**src/rtl/bus_arbiter.sv**
```systemverilog
// Round-robin arbiter merging instruction-fetch and data ports onto one
// Avalon-style memory bus with registered, stall-stable bus outputs.
module bus_arbiter #(
  parameter int WRITE_HOLD = 2,
  parameter int TURNAROUND = 1,
  parameter int TIMEOUT    = 255
) (
  input  logic        clk,
  input  logic        reset_n,
  input  logic        i_req,
  input  logic [31:0] i_addr,
  output logic [31:0] i_rdata,
  output logic        i_done,
  input  logic        d_read,
  input  logic        d_write,
  input  logic [31:0] d_addr,
  input  logic [31:0] d_wdata,
  input  logic [3:0]  d_byteenable,
  output logic [31:0] d_rdata,
  output logic        d_done,
  output logic [31:0] address,
  output logic        read,
  output logic        write,
  output logic [31:0] writedata,
  output logic [3:0]  byteenable,
  input  logic        waitrequest,
  input  logic [31:0] readdata,
  output logic        bus_error
);

  localparam int HW = (WRITE_HOLD < 1) ? 1 : $clog2(WRITE_HOLD + 1);
  localparam int GW = (TURNAROUND < 1) ? 1 : $clog2(TURNAROUND + 1);
  localparam int WW = (TIMEOUT < 1) ? 1 : $clog2(TIMEOUT + 1);
  localparam logic [HW-1:0] HOLD_MAX = HW'(WRITE_HOLD);
  localparam logic [GW-1:0] GAP_LOAD = GW'(TURNAROUND);
  localparam logic [WW-1:0] WAIT_MAX = WW'(TIMEOUT);

  typedef enum logic [1:0] {S_IDLE, S_ACCESS, S_GAP} state_t;

  typedef struct packed {
    logic [31:0] addr;
    logic [31:0] wdata;
    logic [3:0]  be;
    logic        rd;
    logic        wr;
  } bus_req_t;

  state_t      r_state, w_next_state;
  bus_req_t    r_bus, w_bus_d;
  logic [HW-1:0] r_hold, w_hold_d, w_hold_inc;
  logic [GW-1:0] r_gap, w_gap_d;
  logic [WW-1:0] r_wait, w_wait_d, w_wait_inc;
  logic        r_last_data, w_last_data_d;
  logic        r_gnt_data, w_gnt_data_d;
  logic [31:0] r_i_rdata, w_i_rdata_d;
  logic [31:0] r_d_rdata, w_d_rdata_d;
  logic        r_i_done, w_i_done_d;
  logic        r_d_done, w_d_done_d;
  logic        r_bus_error, w_bus_error_d;

  logic w_d_req, w_pick_i, w_pick_d, w_complete, w_abort;

  // Instruction wins unless data is also pending and instruction went last.
  assign w_d_req  = d_read | d_write;
  assign w_pick_i = i_req & (~w_d_req | r_last_data);
  assign w_pick_d = w_d_req & ~w_pick_i;

  assign w_hold_inc = (r_hold == HOLD_MAX) ? r_hold : r_hold + 1'b1;
  assign w_wait_inc = (r_wait == WAIT_MAX) ? r_wait : r_wait + 1'b1;

  assign w_complete = (r_state == S_ACCESS) && !waitrequest &&
                      (!r_bus.wr || (r_hold >= HOLD_MAX));
  assign w_abort    = (r_state == S_ACCESS) && waitrequest &&
                      (w_wait_inc >= WAIT_MAX);

  always_ff @(posedge clk) begin
    if (!reset_n) r_state <= S_IDLE;
    else          r_state <= w_next_state;
  end

  always_comb begin
    w_next_state = r_state;
    unique case (r_state)
      S_IDLE:   if (w_pick_i || w_pick_d) w_next_state = S_ACCESS;
      S_ACCESS: if (w_complete || w_abort) w_next_state = S_GAP;
      S_GAP:    if (r_gap <= GW'(1)) w_next_state = S_IDLE;
      default:  w_next_state = S_IDLE;
    endcase
  end

  always_comb begin
    w_bus_d       = r_bus;
    w_hold_d      = r_hold;
    w_gap_d       = r_gap;
    w_wait_d      = r_wait;
    w_last_data_d = r_last_data;
    w_gnt_data_d  = r_gnt_data;
    w_i_rdata_d   = r_i_rdata;
    w_d_rdata_d   = r_d_rdata;
    w_i_done_d    = 1'b0;
    w_d_done_d    = 1'b0;
    w_bus_error_d = r_bus_error;
    unique case (r_state)
      S_IDLE: begin
        if (w_pick_i) begin
          w_bus_d      = '{addr: i_addr, wdata: 32'h0, be: 4'hF, rd: 1'b1, wr: 1'b0};
          w_gnt_data_d = 1'b0;
          w_hold_d     = HW'(1);
          w_wait_d     = '0;
        end else if (w_pick_d) begin
          // A simultaneous read and write is treated as a write.
          w_bus_d      = '{addr: d_addr, wdata: d_wdata, be: d_byteenable,
                           rd: ~d_write, wr: d_write};
          w_gnt_data_d = 1'b1;
          w_hold_d     = HW'(1);
          w_wait_d     = '0;
        end
      end
      S_ACCESS: begin
        w_hold_d = w_hold_inc;
        w_wait_d = waitrequest ? w_wait_inc : '0;
        if (w_complete || w_abort) begin
          w_bus_d.rd    = 1'b0;
          w_bus_d.wr    = 1'b0;
          w_gap_d       = GAP_LOAD;
          w_last_data_d = r_gnt_data;
          w_i_done_d    = ~r_gnt_data;
          w_d_done_d    = r_gnt_data;
        end
        if (w_abort) begin
          w_bus_error_d = 1'b1;
          if (r_gnt_data) w_d_rdata_d = 32'h0;
          else            w_i_rdata_d = 32'h0;
        end else if (w_complete && r_bus.rd) begin
          if (r_gnt_data) w_d_rdata_d = readdata;
          else            w_i_rdata_d = readdata;
        end
      end
      S_GAP: begin
        if (r_gap != '0) w_gap_d = r_gap - 1'b1;
      end
      default: ;
    endcase
  end

  always_ff @(posedge clk) begin
    if (!reset_n) begin
      r_bus       <= '0;
      r_hold      <= '0;
      r_gap       <= '0;
      r_wait      <= '0;
      r_last_data <= 1'b1;
      r_gnt_data  <= 1'b0;
      r_i_rdata   <= '0;
      r_d_rdata   <= '0;
      r_i_done    <= 1'b0;
      r_d_done    <= 1'b0;
      r_bus_error <= 1'b0;
    end else begin
      r_bus       <= w_bus_d;
      r_hold      <= w_hold_d;
      r_gap       <= w_gap_d;
      r_wait      <= w_wait_d;
      r_last_data <= w_last_data_d;
      r_gnt_data  <= w_gnt_data_d;
      r_i_rdata   <= w_i_rdata_d;
      r_d_rdata   <= w_d_rdata_d;
      r_i_done    <= w_i_done_d;
      r_d_done    <= w_d_done_d;
      r_bus_error <= w_bus_error_d;
    end
  end

  assign address    = r_bus.addr;
  assign writedata  = r_bus.wdata;
  assign byteenable = r_bus.be;
  assign read       = r_bus.rd;
  assign write      = r_bus.wr;
  assign i_rdata    = r_i_rdata;
  assign d_rdata    = r_d_rdata;
  assign i_done     = r_i_done;
  assign d_done     = r_d_done;
  assign bus_error  = r_bus_error;

endmodule

```
**config.mk**
```make
export PLATFORM = sky130hd
export DESIGN_NAME = bus_arbiter
export DESIGN_NICKNAME = d
export VERILOG_FILES = /design/src/rtl/bus_arbiter.sv
export SDC_FILE = /design/constraint.sdc
export NUM_CORES = 1
export LEC_CHECK = 0
export CAP_MARGIN = 5
export CORE_MARGIN = 8
export CORE_UTILIZATION = 45
export CTS_CLUSTER_SIZE = 25
export DETAILED_ROUTE_END_ITERATION = 8
export PLACE_DENSITY = 0.87
export SLEW_MARGIN = 20
export SYNTH_ARGS = -nofsm -noshare
export SYNTH_HDL_FRONTEND = slang
export SYNTH_SLANG_ARGS = --single-unit
```
**constraint.sdc**
```tcl
create_clock -name clk -period 6.1 [get_ports clk]
set_clock_uncertainty 0.05 [all_clocks]
set_input_delay 0.61 -clock clk [delete_from_list [all_inputs] [get_ports clk]]
set_output_delay 0.61 -clock clk [all_outputs]
set_load 0.01 [all_outputs]
```
# --- Word-level counts from Yosys, hierarchy flattened ---
# Cells that the tools add are included.
word_totals:
  register_bits: 152
  output_inout_bits: 137
  elab_cells: 99
  inputBits: 138
classes:
  n_lt_le_gt_ge: 3
  n_reduce_logical: 26
  add_sub_neg: 3
  n_bitwise: 8
  n_mux: 30
  n_eq_ne: 13
ops:
  columns: ["operator", "count"]
  rows:
  - ["two-way mux 32 bit", 8]
  - ["two-way mux 70 bit", 2]
  - ["two-way mux 8 bit", 4]
  - ["one-hot mux 8 bit (2 select lines)", 1]
  - ["two-way mux 2 bit", 7]
  - ["!= test 2 bit (second input constant)", 7]
  - ["AND reduction 3 bit", 4]
  - ["AND reduction 2 bit", 5]
  - ["adder 8 x 1 -> 8 bit (second input constant)", 1]
  - ["equality test 8 bit (second input constant)", 1]
  - ["greater-or-equal comparator 8 bit (second input constant)", 1]
  - ["one-hot mux 2 bit (2 select lines)", 2]
  - ["AND reduction 4 bit", 2]
  - ["nonzero test 2 bit", 4]
  - ["one-hot mux 2 bit (3 select lines)", 1]
  - ["logical AND 1 bit", 5]
  - ["equality test 2 bit (second input constant)", 2]
  - ["two-way mux 1 bit", 4]
  - ["inverter 1 bit", 4]
  - ["logical OR 1 bit", 3]
  - ["!= test 3 bit (second input constant)", 1]
  - ["adder 2 x 1 -> 2 bit (second input constant)", 1]
  - ["AND 1 bit", 2]
  - ["equality test 2 x 1 -> 1 bit (second input constant)", 1]
  - ["8 further kinds", 10]

# --- Depth between registers and ports, before layout ---
# Gate-level depths: netlist of the first run.
logic_depth:
  depth_word: 9
  mapped_depth: 9

# --- Worst setup path after synthesis of the first run ---
# OpenSTA, ideal clock, no wires.
synth_path:
  path_type: "reg2reg"
  from: "register r_wait[0]"
  to: "register r_d_rdata[10], in the netlist d_rdata[10]"
  path_slack_ns: 3.948
  period_less_slack_ns: 2.152
  setup_time_ns: 0.080
  arrival_ns: 2.022
  n_path_buf: 2
  stages_incl_launch_ff: 10
  t_required_ns: 5.970
  cell_sequence: "dfxtp_1 ha_1 nand3_2 nor2_8 mux2i_1 nor2_2 and4_1 buf_6 buf_12 o22ai_2"
synth_between:
  elab_chain_len: 6
  elab_cells_between_ends: 9
synth_lines:
  columns: ["element", "line_no", "text"]
  rows:
  - ["from (decl)", "52", "logic [WW-1:0] r_wait, w_wait_d, w_wait_inc;"]
  - ["from (signal assigned)", "163", "r_wait <= w_wait_d;"]
  - ["adder 8 x 1 -> 8 bit / equality test 8 bit (equally long branches)", "69", "assign w_wait_inc = (r_wait == WAIT_MAX) ? r_wait : r_wait + 1'b1;"]
  - ["two-way mux 8 bit *", "69", null]
  - ["greater-or-equal comparator 8 bit *", "74", "(w_wait_inc >= WAIT_MAX);"]
  - ["logical AND 1 bit *", "73", "assign w_abort = (r_state == S_ACCESS) && waitrequest &&"]
  - ["!= test 2 bit (no line) / nonzero test 2 bit (equally long branches)", null, null]
  - ["AND reduction 4 bit (no line)", null, null]
  - ["to (signal assigned)", "167", "r_d_rdata <= w_d_rdata_d;"]
  - ["to (decl)", "56", "logic [31:0] r_d_rdata, w_d_rdata_d;"]
# Every way passes the cells marked *; elsewhere a longest branch is shown, timed or not.
# A chain may end at the register's enable or synchronous reset.

# --- Worst setup path after layout of the first run ---
layout_path:
  from: "input port waitrequest"
  to: "register r_d_rdata[0], in the netlist d_rdata[0]"
layout_between:
  elab_chain_len: 6
  elab_cells_between_ends: 11
layout_lines:
  columns: ["element", "line_no", "text"]
  rows:
  - ["from (decl)", "26", "input logic waitrequest,"]
  - ["zero test 1 bit", "71", "assign w_complete = (r_state == S_ACCESS) && !waitrequest &&"]
  - ["logical AND 1 bit (2 in series)", "71", null]
  - ["logical AND 1 bit", "134", "end else if (w_complete && r_bus.rd) begin"]
  - ["!= test 2 bit (no line) / nonzero test 2 bit (equally long branches)", null, null]
  - ["AND reduction 4 bit (no line)", null, null]
# Parallel ways exist; a longest one is shown, timed or not.

==> summary.md, run 1 <==
| Metric | Value |
|---|---|
| CTS Hold Bufs | `0` |
| Worst-path cell chain | `clkdlybuf4s50_1 > nor3_4 > nand3_2 > buf_4 > nand3_1 > o22ai_1` |
| Pleak | `3.54 nW` |
| Nets | `1029` |
| Worst-path clk slew | `0.06 ns` |
| # rows | `43` |
| Sinks on the clock net | `151` |
| EDFF count, synth | `0` |
| Post-DP HPWL | `14600 microns` |
| Relative slew margins | `30.3%` |
| Post-Syn Instances | `649` |
| Setup Fix Bufs, Post-CTS | `0` |
| Post-Syn Area | `0.00622 sq mm` |
| Outcome | `completed` |
| Critical-path maximum fanout | `43` |
| Crit path required time | `6.30 ns` |
| # DRC | `0` |
| Hold Fails Final Rpt | `0` |
| Syn nets | `789` |
| Initial core utilization | `45.4%` |
| Critical Path AT | `3.13 ns` |
| Avg Cell Area, Syn | `9.59 sq um` |
| Num CTS Buffers | `17` |
| Largest net degree at the start of global routing | `86` |
| Delay-heaviest family, CP | `simple AND/OR/NAND/NOR gates` |
| Root cell of the clock tree | `clkbuf_16` |
| Design Power | `2.73 mW` |
| Fin crit period | `2.92 ns` |
| Average routed wire per standard cell | `18.9 microns` |
| Dominant synthesized flop cell | `dfxtp_1` |
| Fraction of registers with async set/reset | `0%` |
| Hold WS | `0.417 ns` |
| Final setup TNS | `0 ns` |
| Final ANT Viol Nets | `0` |
| CORE AREA | `0.0137 sq mm` |
| CTS max path bufs | `2` |
| Final Max Slew Viols | `0` |
| Die ar. | `0.0179 sq mm` |
| Max-cap violations | `0` |
| Post-cts sizing count | `0` |
| First-pass GRT wire length | `31700 microns` |
| Worst path slowest cell | `nand3_2` |
| I/O Buffers | `274` |
| Worst path max stage delay | `0.85 ns` |
| Die W | `134 microns` |
| Worst-Skew Late Latency | `0.42 ns` |
| Layout cells sized above 1 | `10.0%` |
| Layout area overhead | `52.6%` |
| Post-route design area | `0.00950 sq mm` |
| Initial antenna violation count | `1` |
| Kind of critical path | `input pin to flip-flop` |
| Hold WC Path Type | `flip-flop to flip-flop` |
| 1st-iter DRT viols | `352` |
| H-Tree Depth | `4` |
| Share of the clock period used by the worst path | `47.9%` |
| Peak supply drop | `212 uV` |
| Vias in the first global route | `5918` |
| FF+latch count, synth | `151` |
| CTS tree | `done` |
| Buf+Inv Stages, Crit Path | `2` |
| Die Y | `134 microns` |
| Placed cell area | `0.00894 sq mm` |
| CP Launch Type | `input pin` |
| Core Util, Final | `69.2%` |
| Element type at the critical path end | `flip-flop` |
| Unrepaired setup endpoints after global routing | `no` |
| TritonRoute pass-1 iters | `5` |
| Top Ports | `275` |
| Yosys warns | `0` |
| # setup viols final | `0` |
| Worst Hold Launch | `i_rdata[4]` |
| Drt total wl | `20400 microns` |
| Critical Path Source | `waitrequest` |
| Cell Pwr Density | `287 mW/mm^2` |
| Via count | `5905` |
| Worst-margin pin slew | `1.04 ns` |
| Distinct cells, synth | `53` |
| Remaining global-route overflow | `0` |
| FMAX | `342 MHz` |
| R2r startpoint | `r_wait[0]` |
| Gpl congestion | `0.818` |
| Vias per inst | `5.46` |
| Register area share after synthesis | `48.6%` |
| Global-route usage over all layers | `22.4%` |
## synthesized netlist by cell type (all sizes together), types with 3 or more instances
| cell | number | area, sq um |
|---|---|---|
| dfxtp | 151 | 3020 |
| nor2 | 81 | 323 |
| nand3 | 73 | 370 |
| o22ai | 70 | 663 |
| clkbuf | 43 | 161 |
| nand2 | 42 | 160 |
| a22oi | 35 | 268 |
| a211oi | 33 | 248 |
| mux2i | 33 | 330 |
| buf | 19 | 178 |
| a21oi | 11 | 55.1 |
| o21ai | 7 | 35.0 |
| inv | 6 | 22.5 |
| nor3 | 6 | 46.3 |
| and2 | 5 | 31.3 |
| o211ai | 3 | 22.5 |
| o32ai | 3 | 26.3 |
## worst min-delay path, delay by kind of cell (launching register included)
kind | cells | cell delay (ns)
simple gates | 1 | 0.06
flops | 1 | 0.30
compound gates | 1 | 0.06
## path summary, 6_finish.rpt
check	endpoint	slack, ns	cells after the start
hold / removal	i_rdata[4]	0.42	2
hold reg to reg	i_rdata[4]	0.42	2
setup reg to reg	d_rdata[0]	3.20	7
setup / recovery	d_rdata[0]	3.18	6
## final cells by class
| type | instances | area [sq um] |
|---|---|---|
| diodes | 1 | 2.50 |
| clock buffers | 20 | 447 |
| clock inverters | 10 | 106 |
| fillers | 1021 | 4220 |
| inverters | 6 | 22.5 |
| multi-input cells | 430 | 2870 |
| flip-flops and latches | 151 | 3020 |
| well taps | 180 | 225 |
| repair buffers | 283 | 2810 |
## report_power, final
part	internal, mW	leakage (nW)	switching, mW	total [mW]
combinational	0.308	2.03	0.301	0.608
sequential	1.07	1.23	0.0513	1.12
clock	0.604	0.275	0.391	0.995
## cells by family after synthesis
logic type	count (synthesis)	synth area share, %
XOR/XNOR	1	0.141
adder cells (fa/ha/maj)	2	0.402
buffers and inverters	68	5.81
AND/OR/NAND/NOR	221	17.1
multiplexers	33	5.31
AO/OA/AOI/OAI	173	22.7
flip-flops	151	48.6
## flip-flops by register name, indices dropped and copies added (netlist names)
register,count
i_done,1
d_rdata,32
write,1
i_rdata,32
d_done,1
bus_error,1
r_state,2
writedata,32
r_hold,2
byteenable,4
address,32
r_wait,8
r_last_data,1
r_gnt_data,1
read,1
## through the flow
| step | worst slack, ns | instances |
|---|---|---|
| after floorplan | 3.95 | 649 |
| after global placement | 2.84 | 1050 |
| after detailed placement | 2.77 | 1050 |
| after CTS | 3.18 | 1080 |
| after global routing | 3.02 | 1081 |
| final | 3.18 | 1081 |
## cells in the final DEF, fill, tap and decap left out, drive strengths merged, types with 3 or more instances in the layout
cell type and instances:
dfxtp 151, clkdlybuf4s50 273, nor2 81, nand3 73, o211ai 3, nor3 6
inv 6, a22oi 35, a211oi 33, clkbuf 20, and2 5, mux2i 33
nand2 42, clkinv 7, buf 10, o32ai 3, a21oi 11, o21ai 7
o22ai 70
## layer usage
layer / part of all wire (%) / GRT usage [%] / vias up
li1: - / - / 2875
met2: 50 / 38.1 / 235
met1: 39 / 24.2 / 2777
met5: 0 / 0 / -
met4: 1.3 / 6.86 / 0
met3: 10 / 10.3 / 18
No activity file was read; power rests on OpenSTA's default activity.
==> inputs of run 2 (changes only) <==
Settings changed: CORE_UTILIZATION 45 to 42, PLACE_DENSITY 0.87 to 0.82.
Clock period 6.1 ns to 2.8 ns, I/O delays scaled along.
==> run 2 against run 1 <==
Effect of this change:
- die area grew 6.3%
- via count fell by 1.3%
- combinational power grew 120%
- largest cell class unchanged
- sequential power increased by 120%
- wire length is 0.30% higher
- flip-flop and latch count is the same
==> summary.md, run 2 (synthesis results as in run 1) <==
| Metric | Value |
|---|---|
| Outcome | `completed` |
| Num CTS Buffers | `17` |
| Die ar. | `0.0190 sq mm` |
| Reg2Reg Depth | `8` |
| Commonest non-fill, non-tap cell in the layout | `clkdlybuf4s50_1` |
| Most frequent cells in the layout | `clkdlybuf4s50_1 (273), dfxtp_1 (151), nor2_1 (79), nand3_1 (70), nand2_1 (41)` |
| Post-cts sizing count | `0` |
| # setup viols final | `0` |
| Multi-input logic area | `0.00287 sq mm` |
| Root cell of the clock tree | `clkbuf_16` |
| Drt total wl | `20500 microns` |
| Initial antenna violation count | `0` |
| Post-Layout Cell Count | `1092` |
| Via count | `5830` |
| Share of the clock period used by the worst path | `87.6%` |
| Final setup TNS | `0 ns` |
| First-pass GRT wire length | `30800 microns` |
| Post-route design area | `0.00970 sq mm` |
| Worst Slack Setup Final | `0.348 ns` |
| Final Max Slew Viols | `0` |
| Final ANT Viol Nets | `0` |
| # DRC | `0` |
| Unrepaired setup endpoints after global routing | `no` |
| Placed cell area | `0.00909 sq mm` |
| Vias in the first global route | `5644` |
| Largest net degree at the start of global routing | `84` |
| Cell Pwr Density | `632 mW/mm^2` |
| Crit. path cell count | `8` |
| CTS tree | `done` |
| Dpl ws | `0.408 ns` |
| Buf+Inv Stages, Crit Path | `1` |
| Relative slew margins | `50.0%` |
| Pleak | `3.61 nW` |
| Worst-margin pin slew | `0.750 ns` |
| Peak supply drop | `563 uV` |
| Vias per inst | `5.34` |
| Kind of critical path | `flip-flop to flip-flop` |
| CTS Hold Bufs | `0` |
| Gpl congestion | `0.878` |
| Max-cap violations | `0` |
| Worst-path cell chain | `ha_1 > nand3_2 > nor2_8 > mux2i_1 > nor2_2 > and4_2 > buf_4 > o22ai_2` |
| WHS Path Cells | `3` |
| Critical-path maximum fanout | `20` |
| Register Area | `0.00302 sq mm` |
| CORE AREA | `0.0145 sq mm` |
| Average routed wire per standard cell | `18.7 microns` |
| 1st-iter DRT viols | `260` |
| Die Y | `138 microns` |
| Layout area overhead | `55.8%` |
| Worst path slowest cell | `dfxtp_1` |
| Setup Fix Bufs, Post-CTS | `0` |
| Worst-path clk slew | `0.06 ns` |
| I/O Buffers | `274` |
| CTS max path bufs | `2` |
| # rows | `44` |
| Global-route usage over all layers | `21.0%` |
| Sinks on the clock net | `151` |
| H-Tree Depth | `4` |
| Critical Path AT | `2.74 ns` |
| # fillers | `1162` |
| Top Ports | `275` |
| Hold Fails Final Rpt | `0` |
| Element type at the critical path end | `flip-flop` |
| Initial core utilization | `42.8%` |
| Crit path required time | `3.09 ns` |
| Cells after DPL | `1060` |
| TritonRoute pass-1 iters | `5` |
| Worst path max stage delay | `0.47 ns` |
| Post-DP HPWL | `15000 microns` |
| Die W | `138 microns` |
| Remaining global-route overflow | `0` |
| FMAX | `408 MHz` |
| Layout cells sized above 1 | `10.9%` |
| CP Launch Type | `flip-flop` |
| # diodes | `0` |
| Nets | `1035` |
| Worst-Skew Late Latency | `0.42 ns` |
| Hold WC Path Type | `input pin to flip-flop` |
| Delay-heaviest family, CP | `simple AND/OR/NAND/NOR gates` |
| Fin crit period | `2.45 ns` |
==> run 2: power by group <==
group / leakage, nW / internal (mW) / switching [mW] / total [mW]
logic: 2.10 / 0.687 / 0.650 / 1.34
clock network: 0.281 / 1.41 / 0.935 / 2.34
registers: 1.23 / 2.34 / 0.110 / 2.45
==> run 2: layout make-up <==
cell class / count / area share [%]
flip-flops and latches: 151 / 31.2
repair buffers: 289 / 30.4
multi-input cells: 430 / 29.6
clock buffers: 18 / 4.42
well taps: 184 / 2.37
clock inverters: 14 / 1.81
inverters: 6 / 0.232
==> run 2: layer usage <==
layer  part of all wire (%)  global-route usage [%]
met1                     38                    23.6
met2                     49                    34.5
met3                     11                    9.85
met4                    1.7                    7.22
met5                      0                       0
==> run 2: metrics by stage <==
step                      util [%]  hold slack (ns)  power [mW]
after floorplan                  -            0.373        3.12
after global placement        62.6            0.401        3.81
after detailed placement      62.6            0.409        3.83
after CTS                     66.7            0.389        6.18
after global routing          66.7            0.400        6.41
final                         66.7            0.407        6.13
==> run 2: worst min-delay path, stage by stage <==
cell and delay (ns):
clkdlybuf4s50_1 0.40, o22ai_1 0.10, nor2_1 0.05
==> run 2: path summary, 6_finish.rpt <==
check / start / to / slack [ns]
setup / recovery: r_wait[0] / d_rdata[4] / 0.35
hold / removal: d_byteenable[0] / byteenable[0] / 0.41
setup reg to reg: r_wait[0] / d_rdata[4] / 0.35
hold reg to reg: i_rdata[1] / i_rdata[1] / 0.42
==> inputs of run 3 (changes only) <==
Settings changed: CORE_ASPECT_RATIO set to 2.
==> run 3 against run 2 <==
Effect of this change:
- first-iteration DRC count is 24% higher
- total power shrank 2.5%
- core utilization down 1.1 points
- non-clock buffer count fell by 3
- cell count grew 0.73%
- highest routed layer unchanged
==> summary.md, run 3 (synthesis results as in run 1) <==
| Metric | Value |
|---|---|
| Layout cells sized above 1 | `10.3%` |
| Peak supply drop | `463 uV` |
| Sinks on the clock net | `151` |
| Nets | `1032` |
| Multi-input logic area | `0.00287 sq mm` |
| Top Ports | `275` |
| Cells after DPL | `1068` |
| Root cell of the clock tree | `clkbuf_16` |
| Largest net degree at the start of global routing | `104` |
| Drt total wl | `19200 microns` |
| Worst path max stage delay | `0.46 ns` |
| Via count | `5856` |
| Post-route design area | `0.00963 sq mm` |
| 1st-iter DRT viols | `322` |
| Cell Pwr Density | `621 mW/mm^2` |
| I/O Buffers | `274` |
| CP Launch Type | `flip-flop` |
| Post-Layout Cell Count | `1100` |
| Final Max Slew Viols | `0` |
| Fin crit period | `2.43 ns` |
| # setup viols final | `0` |
| Hold WC Path Type | `input pin to flip-flop` |
| Initial antenna violation count | `0` |
| # DRC | `0` |
| Setup Fix Bufs, Post-CTS | `0` |
| Vias in the first global route | `5744` |
| CTS max path bufs | `2` |
| Worst-path cell chain | `ha_1 > nand3_2 > o2bb2ai_1 > a22oi_2 > nor2_1 > and4_1 > buf_4 > o22ai_1` |
| Critical-path maximum fanout | `23` |
| Post-DP HPWL | `13900 microns` |
| Delay-heaviest family, CP | `compound AO/OA/AOI/OAI gates` |
| Average routed wire per standard cell | `17.5 microns` |
| Crit path required time | `3.02 ns` |
| # rows | `63` |
| Element type at the critical path end | `flip-flop` |
| Die Y | `188 microns` |
| Die W | `102 microns` |
| Initial core utilization | `42.5%` |
| TritonRoute pass-1 iters | `5` |
| Worst-margin pin slew | `1.00 ns` |
| Remaining global-route overflow | `0` |
| Num CTS Buffers | `17` |
| CTS Hold Bufs | `0` |
| Gpl congestion | `0.876` |
| First-pass GRT wire length | `30100 microns` |
| Worst-path clk slew | `0.06 ns` |
| Buf+Inv Stages, Crit Path | `1` |
| Critical Path AT | `2.66 ns` |
| Outcome | `completed` |
| Unrepaired setup endpoints after global routing | `no` |
| Commonest non-fill, non-tap cell in the layout | `clkdlybuf4s50_1` |
| Share of the clock period used by the worst path | `86.8%` |
| Die ar. | `0.0192 sq mm` |
| H-Tree Depth | `4` |
| # diodes | `0` |
| FMAX | `411 MHz` |
| CORE AREA | `0.0147 sq mm` |
| Pleak | `3.57 nW` |
| Layout area overhead | `54.7%` |
| Max-cap violations | `0` |
| Register Area | `0.00302 sq mm` |
| Hold Fails Final Rpt | `0` |
| Global-route usage over all layers | `19.4%` |
| Vias per inst | `5.32` |
| CTS tree | `done` |
| Post-cts sizing count | `0` |
| # fillers | `1230` |
| Worst path slowest cell | `dfxtp_1` |
| Final ANT Viol Nets | `0` |
| Most frequent cells in the layout | `clkdlybuf4s50_1 (273), dfxtp_1 (151), nor2_1 (79), nand3_1 (70), nand2_1 (41)` |
| Placed cell area | `0.00906 sq mm` |
| Relative slew margins | `33.3%` |
| R2R setup slack | `0.37 ns` |
| Final setup TNS | `0 ns` |
| Kind of critical path | `flip-flop to flip-flop` |
| Worst-Skew Late Latency | `0.41 ns` |
## run 3: changes by cell type in the layout (fill, tap and decap cells not counted), sizes merged
cell | previous run | this run
buf | 16 | 13
bufinv | 3 | 2
clkbuf | 18 | 21
clkinv | 3 | 4
clkinvlp | 5 | 4
inv | 9 | 7
## run 3: tightest hold or removal path, stage by stage
cell	delay, ns
buf_2	0.09
inv_2	0.26
nor2_1	0.17
## run 3: path summary, 6_finish.rpt
check / start / end / cells after the start
max: r_wait[0] / i_rdata[13] / 8
min: reset_n / r_wait[1] / 3
max reg2reg: r_wait[0] / i_rdata[13] / 8
min reg2reg: i_rdata[6] / i_rdata[6] / 2
## run 3: area by class of cell
cell class | instances | area share [%]
clock buffers | 21 | 4.57
clock inverters | 11 | 1.31
inverters | 6 | 0.234
multi-input cells | 430 | 29.8
flip-flops and latches | 151 | 31.4
well taps | 195 | 2.53
repair buffers | 286 | 30.1
## run 3: routing by layer
metal | global-route usage, % | wire (microns) | vias up
li1 | - | - | 2875
met1 | 22.4 | 7690 | 2723
met2 | 31.8 | 9430 | 238
met3 | 7.73 | 1880 | 20
met4 | 5.75 | 235 | 0
met5 | 0 | 0 | -
## run 3: where the power goes
part,leakage (nW),switching [mW],internal (mW)
registers,1.23,0.111,2.34
clock network,0.264,0.893,1.32
logic,2.07,0.633,0.689
total,3.57,1.64,4.34
## run 3: per-stage QoR
stage / utilization, % / total power, mW / setup WS [ns] / hold WS [ns]
4_1_cts: 65.7 / 6.05 / 0.401 / 0.386
5_1_grt: 65.7 / 6.26 / 0.165 / 0.414
2_1_floorplan: - / 3.12 / 0.648 / 0.373
3_3_place_gp: 61.8 / 3.79 / 0.437 / 0.404
6_report: 65.7 / 5.98 / 0.369 / 0.390
3_5_place_dp: 61.8 / 3.83 / 0.339 / 0.414
